<file path="config.mk">
export PLATFORM = sky130hd
export DESIGN_NAME = rx_serial
export DESIGN_NICKNAME = d
export VERILOG_FILES = /design/src/rtl/serial_pkg.sv /design/src/rtl/baud_tick_gen.sv /design/src/rtl/rx_serial.sv
export SDC_FILE = /design/constraint.sdc
export NUM_CORES = 1
export LEC_CHECK = 0
export CAP_MARGIN = 20
export CORE_MARGIN = 2
export CORE_UTILIZATION = 46
export DETAILED_ROUTE_END_ITERATION = 7
export PLACE_DENSITY = 0.78
export SYNTH_ARGS = -nofsm -noshare
export SYNTH_HDL_FRONTEND = slang
export SYNTH_HIERARCHICAL = 1
export SYNTH_SLANG_ARGS = --single-unit
</file>
<file path="constraint.sdc">
create_clock -name clk_i -period 3.55 [get_ports clk_i]
set_clock_uncertainty 0.2 [all_clocks]
set_input_delay 0.71 -clock clk_i [delete_from_list [all_inputs] [get_ports clk_i]]
set_output_delay 0.71 -clock clk_i [all_outputs]
set_load 0.02 [all_outputs]
</file>
<file path="src/rtl/serial_pkg.sv">
// rtl/serial_pkg.sv - shared types and defaults for the serial transmitter/receiver pair
package serial_pkg;

    localparam int OVS_DEFAULT    = 16;
    localparam int DVSR_W_DEFAULT = 11;

    typedef enum logic [2:0] {
        IDLE,
        START,
        DATA,
        PARITY,
        STOP
    } rx_state_t;

endpackage

</file>
<file path="src/rtl/baud_tick_gen.sv">
// rtl/baud_tick_gen.sv - free-running oversampling tick generator, one tick every dvsr_i+1 clocks
module baud_tick_gen
    import serial_pkg::*;
#(
    parameter int DVSR_W = DVSR_W_DEFAULT
) (
    input  logic              clk_i,
    input  logic              rst_i,
    input  logic [DVSR_W-1:0] dvsr_i,
    output logic              tick_o
);

    logic [DVSR_W-1:0] cnt_q;

    // Count 0..dvsr_i; a count stranded above a lowered divisor wraps silently
    always_ff @(posedge clk_i) begin
        if (rst_i) begin
            cnt_q <= '0;
        end else if (cnt_q >= dvsr_i) begin
            cnt_q <= '0;
        end else begin
            cnt_q <= cnt_q + DVSR_W'(1);
        end
    end

    assign tick_o = (cnt_q == dvsr_i);

endmodule

</file>
<file path="src/rtl/rx_serial.sv">
// rtl/rx_serial.sv - 16x oversampled serial receiver; RX_SERIAL_PARITY_EN adds an even-parity bit
module rx_serial
    import serial_pkg::*;
#(
    parameter int DATA_W = 8,
    parameter int DVSR_W = DVSR_W_DEFAULT,
    parameter int OVS    = OVS_DEFAULT
) (
    input  logic              clk_i,
    input  logic              rst_i,
    input  logic [DVSR_W-1:0] dvsr_i,
    input  logic              rx_i,
    output logic [DATA_W-1:0] data_o,
    output logic              valid_o,
    output logic              busy_o,
    output logic              frame_err_o
);

    localparam int SW = $clog2(OVS);
    localparam int NW = $clog2(DATA_W);
    localparam logic [SW-1:0] S_MID  = SW'(OVS / 2 - 1);
    localparam logic [SW-1:0] S_LAST = SW'(OVS - 1);
    localparam logic [NW-1:0] N_LAST = NW'(DATA_W - 1);

    logic              tick;
    logic [1:0]        sync_q;
    logic              rx_s;
    rx_state_t         state_q, state_d;
    logic [SW-1:0]     s_q, s_d;
    logic [NW-1:0]     n_q, n_d;
    logic [DATA_W-1:0] shreg_q, shreg_d;
    logic [DATA_W-1:0] data_q, data_d;
    logic              valid_q, valid_d;
    logic              ferr_q, ferr_d;
    logic              frame_ok;
`ifdef RX_SERIAL_PARITY_EN
    logic              par_err_q, par_err_d;
`endif

    baud_tick_gen #(
        .DVSR_W (DVSR_W)
    ) u_tick (
        .clk_i  (clk_i),
        .rst_i  (rst_i),
        .dvsr_i (dvsr_i),
        .tick_o (tick)
    );

    // Two-flop synchroniser, idle-high so reset never fakes a start edge
    always_ff @(posedge clk_i) begin
        if (rst_i) begin
            sync_q <= 2'b11;
        end else begin
            sync_q <= {sync_q[0], rx_i};
        end
    end

    assign rx_s = sync_q[1];

`ifdef RX_SERIAL_PARITY_EN
    assign frame_ok = rx_s && !par_err_q;
`else
    assign frame_ok = rx_s;
`endif

    // State and datapath registers
    always_ff @(posedge clk_i) begin
        if (rst_i) begin
            state_q   <= IDLE;
            s_q       <= '0;
            n_q       <= '0;
            shreg_q   <= '0;
            data_q    <= '0;
            valid_q   <= 1'b0;
            ferr_q    <= 1'b0;
`ifdef RX_SERIAL_PARITY_EN
            par_err_q <= 1'b0;
`endif
        end else begin
            state_q   <= state_d;
            s_q       <= s_d;
            n_q       <= n_d;
            shreg_q   <= shreg_d;
            data_q    <= data_d;
            valid_q   <= valid_d;
            ferr_q    <= ferr_d;
`ifdef RX_SERIAL_PARITY_EN
            par_err_q <= par_err_d;
`endif
        end
    end

    // Deframing: align to start-bit middle, then sample once per bit period
    always_comb begin
        state_d   = state_q;
        s_d       = s_q;
        n_d       = n_q;
        shreg_d   = shreg_q;
        data_d    = data_q;
        valid_d   = 1'b0;
        ferr_d    = 1'b0;
`ifdef RX_SERIAL_PARITY_EN
        par_err_d = par_err_q;
`endif
        case (state_q)
            IDLE: begin
                if (!rx_s) begin
                    s_d     = '0;
                    state_d = START;
                end
            end
            START: begin
                if (tick) begin
                    if (s_q == S_MID) begin
                        if (!rx_s) begin
                            s_d     = '0;
                            n_d     = '0;
                            state_d = DATA;
`ifdef RX_SERIAL_PARITY_EN
                            par_err_d = 1'b0;
`endif
                        end else begin
                            state_d = IDLE;
                        end
                    end else begin
                        s_d = s_q + SW'(1);
                    end
                end
            end
            DATA: begin
                if (tick) begin
                    if (s_q == S_LAST) begin
                        shreg_d = {rx_s, shreg_q[DATA_W-1:1]};
                        s_d     = '0;
                        if (n_q == N_LAST) begin
                            n_d = '0;
`ifdef RX_SERIAL_PARITY_EN
                            state_d = PARITY;
`else
                            state_d = STOP;
`endif
                        end else begin
                            n_d = n_q + NW'(1);
                        end
                    end else begin
                        s_d = s_q + SW'(1);
                    end
                end
            end
`ifdef RX_SERIAL_PARITY_EN
            PARITY: begin
                if (tick) begin
                    if (s_q == S_LAST) begin
                        par_err_d = ^{shreg_q, rx_s};
                        s_d       = '0;
                        state_d   = STOP;
                    end else begin
                        s_d = s_q + SW'(1);
                    end
                end
            end
`endif
            STOP: begin
                if (tick) begin
                    if (s_q == S_LAST) begin
                        if (frame_ok) begin
                            data_d  = shreg_q;
                            valid_d = 1'b1;
                        end else begin
                            ferr_d = 1'b1;
                        end
                        s_d     = '0;
                        state_d = IDLE;
                    end else begin
                        s_d = s_q + SW'(1);
                    end
                end
            end
            default: begin
                state_d = IDLE;
            end
        endcase
    end

    assign data_o      = data_q;
    assign valid_o     = valid_q;
    assign frame_err_o = ferr_q;
    assign busy_o      = (state_q != IDLE);

endmodule

</file>
==> metrics.md <==
| Metric | Value |
|---|---|
| Final slew viol count | 0 |
| Most used cell, CP | nor2_1 |
| Top FF cell, synth | dfxtp_1 |
| Post-synth EDFFs | 0 |
| CP startpoint kind | input port |
| Routed WL | 4099 microns |
| Number of global-route vias before repair | 1596 |
| Final period util | 0.9246 |
| CP Cell Sequence | clkdlybuf4s50_1 -> inv_1 -> ha_1 -> nand4_1 -> or3_1 -> nor2_1 -> and4_1 -> nand4_2 -> mux2i_1 -> nor2_1 |
| Cell count after placement | 304 |
| Max stage delay on crit path | 0.46 ns |
| Drt initial violations | 126 |
| Syn avg cell area | 9.032 sq um |
| Nets | 288 |
| Syn Inst Count | 238 |
| Synth top area share | 0.3818 |
| Place WS | -0.009384 ns |
| Cell taking the most area after synthesis | dfxtp_1 |
| Final std cells w/o fill | 312 |
| Synth area leaders | dfxtp_1 38%, ha_1 8.7%, mux2i_1 7.9% |
| Crit-path max FO | 8 |
| Total core area | 4414 sq um |
| Netlist cell types | 49 |
| Synth async-reset ratio | 0 |
| Total CTS buffers | 5 |
| Slew HR | 0.6059 |
| Initial antenna violation count | 0 |
| Post-route DRC | 0 |
| Die X | 72.36 microns |
| Fin. Hold Viols | 0 |
| Clk sinks | 41 |
| Crit path required time | 3.53 ns |
| Die height | 72.36 microns |
| Ys Warns | 6 |
| Critical path data arrival time | 3.26 ns |
| Wire length per cell | 13.14 microns |
| GPL Wtd Cong | 0.8672 |
| Slowest library cell on the worst path | clkdlybuf4s50_1 |
| Worst slew pin tran | 0.5911 ns |
| Pwr dens | 359.1 nW/um^2 |
| Synth Register Bits | 41 |
| Leak Pwr | 1.068 nW |
| Worst setup margin | 0.2676 ns |
| # port buffers | 24 |
| Largest net degree at the start of global routing | 31 |
| Total gr overflow | 0 |
| Upper clock frequency limit | 304.7 MHz |
| Layout area overhead | 17.29% |
| Critical Path End Type | flip-flop |
| Commonest cells post-synth | 41 x dfxtp_1, 37 x nor2_1, 17 x mux2i_1 |
| TritonCTS clock tree | yes |
| Worst skew pair latency | 0.29 ns |
| Clock Path Buffers | 2 |
| Via density | 5.449 |
| # rows | 24 |
| Via count | 1700 |
| Drt first pass iters | 4 |
| Count leader, synth | dfxtp_1 |
| Final setup fails | 0 |
| N_diodes | 0 |
| Die area | 5236 sq um |
| Initial core utilization | 0.4870 |
| Worst VDD drop | 0.0002750 V |
| Post-Syn Area | 2150 sq um |
| RSZ-0062 raised after global routing | no |
| Final ANT Viol Nets | 0 |
| Post-CTS setup buffers | 0 |
| Clk slew on worst S/H paths | 0.08 ns |
| Run status | finished clean |
| Cts repair resizes | 0 |
| WS Path Type | input port to flip-flop |
| Post-DP HPWL | 2929 microns |
| Total Routing Usage GR | 0.1695 |
| Min Tclk post-route | 3.282 ns |
| Seq/Total Area, Yosys | 0.3818 |
| # H-tree levels | 2 |
| Max-Cap Viols | 0 |
| Share of layout cells above drive strength 1 | 0.08462 |
| Worst Hold Class | flip-flop to flip-flop |
| Cts hold-fix bufs | 0 |
| Worst hold slack | 0.2191 ns |
| Fill cells | 408 |
| Synthesized Nets | 267 |
| CTS root buf | clkbuf_8 |
| Global-route wire length before repair | 7044 microns |
| IO Count | 25 |
==> through the flow <==
step | power, mW | TNS, ns | util | instance area (sq um)
5_1_grt | 0.9416 | 0 | 0.5711 | 2521
3_5_place_dp | 0.5449 | -0.02191 | 0.5459 | 2410
6_report | 0.9054 | 0 | 0.5711 | 2521
2_1_floorplan | 0.5210 | 0 | - | 2150
3_3_place_gp | 0.5439 | 0 | 0.5459 | 2410
4_1_cts | 0.9184 | 0 | 0.5711 | 2521
==> flip-flops by register name, indices dropped and copies added, names as in the netlist <==
signal        flops
data_o            8
frame_err_o       1
n_q               3
s_q               4
shreg_q           8
state_q           3
sync_q            2
u_tick/cnt_q     11
valid_o           1
==> area by class of cell <==
class / instances / area (sq um) / area share
Inverter: 15 / 56.30 / 0.02233
Multi-Input combinational cell: 167 / 1190 / 0.4720
Clock buffer: 6 / 72.57 / 0.02878
Timing Repair Buffer: 29 / 277.8 / 0.1102
Clock inverter: 2 / 38.79 / 0.01538
Sequential cell: 41 / 820.8 / 0.3256
Tap cell: 52 / 65.06 / 0.02581
==> cells by family after synthesis <==
kind of cell,count (synthesis),synth area share
flip-flops,41,0.3818
buffers and inverters,30,0.06461
adder cells (fa/ha/maj),15,0.08731
AND/OR/NAND/NOR,91,0.2218
AO/OA/AOI/OAI,33,0.1170
multiplexers,17,0.07916
XOR/XNOR,11,0.04831
==> per-layer routing <==
layer  wire length [microns]  track usage  share of wire  vias to the layer above
li1                        -            -              -                      881
met2                    1885       0.2650           0.46                       23
met1                    2023       0.2232           0.49                      788
met4                      82      0.07338          0.020                        0
met5                       0            0              0                        -
met3                     107      0.04028          0.026                        8
==> cell usage in the layout (no fill, tap or decap), drive strengths merged, types with 3 or more instances in the layout <==
cell / count
dfxtp: 41
nor2: 37
clkdlybuf4s50: 24
mux2i: 17
inv: 15
ha: 15
nor3: 8
nand2: 8
nand4: 7
clkbuf: 6
xor2: 6
nand2b: 5
o21ai: 5
xnor2: 5
nand3: 5
buf: 5
o211ai: 4
nor3b: 3
a22oi: 3
a21oi: 3
a31oi: 3
==> worst paths after layout <==
path	startpoint	to	slack, ns	cells past startpoint
setup / recovery	dvsr_i[10]	data_o[0]$_SDFFE_PP0P_	0.27	10
hold / removal	sync_q[0]$_SDFF_PP1_	sync_q[1]$_SDFF_PP1_	0.22	1
setup reg to reg	u_tick/cnt_q[10]$_SDFF_PP0_	data_o[0]$_SDFFE_PP0P_	0.84	8
hold reg to reg	sync_q[0]$_SDFF_PP1_	sync_q[1]$_SDFF_PP1_	0.22	1
==> worst max-delay path, delay by kind of cell <==
family	cells	cell delay, ns
fa+ha+maj	1	0.31
buf+inv	2	0.50
mux	1	0.28
simple gates	6	1.46
==> power by group <==
part / total (mW) / internal (mW) / switching [mW]
clock network: 0.371 / 0.211 / 0.160
logic: 0.0649 / 0.0324 / 0.0325
registers: 0.469 / 0.464 / 0.00528
total: 0.905 / 0.708 / 0.198
Note: power is estimated with default switching activity, not from simulation.
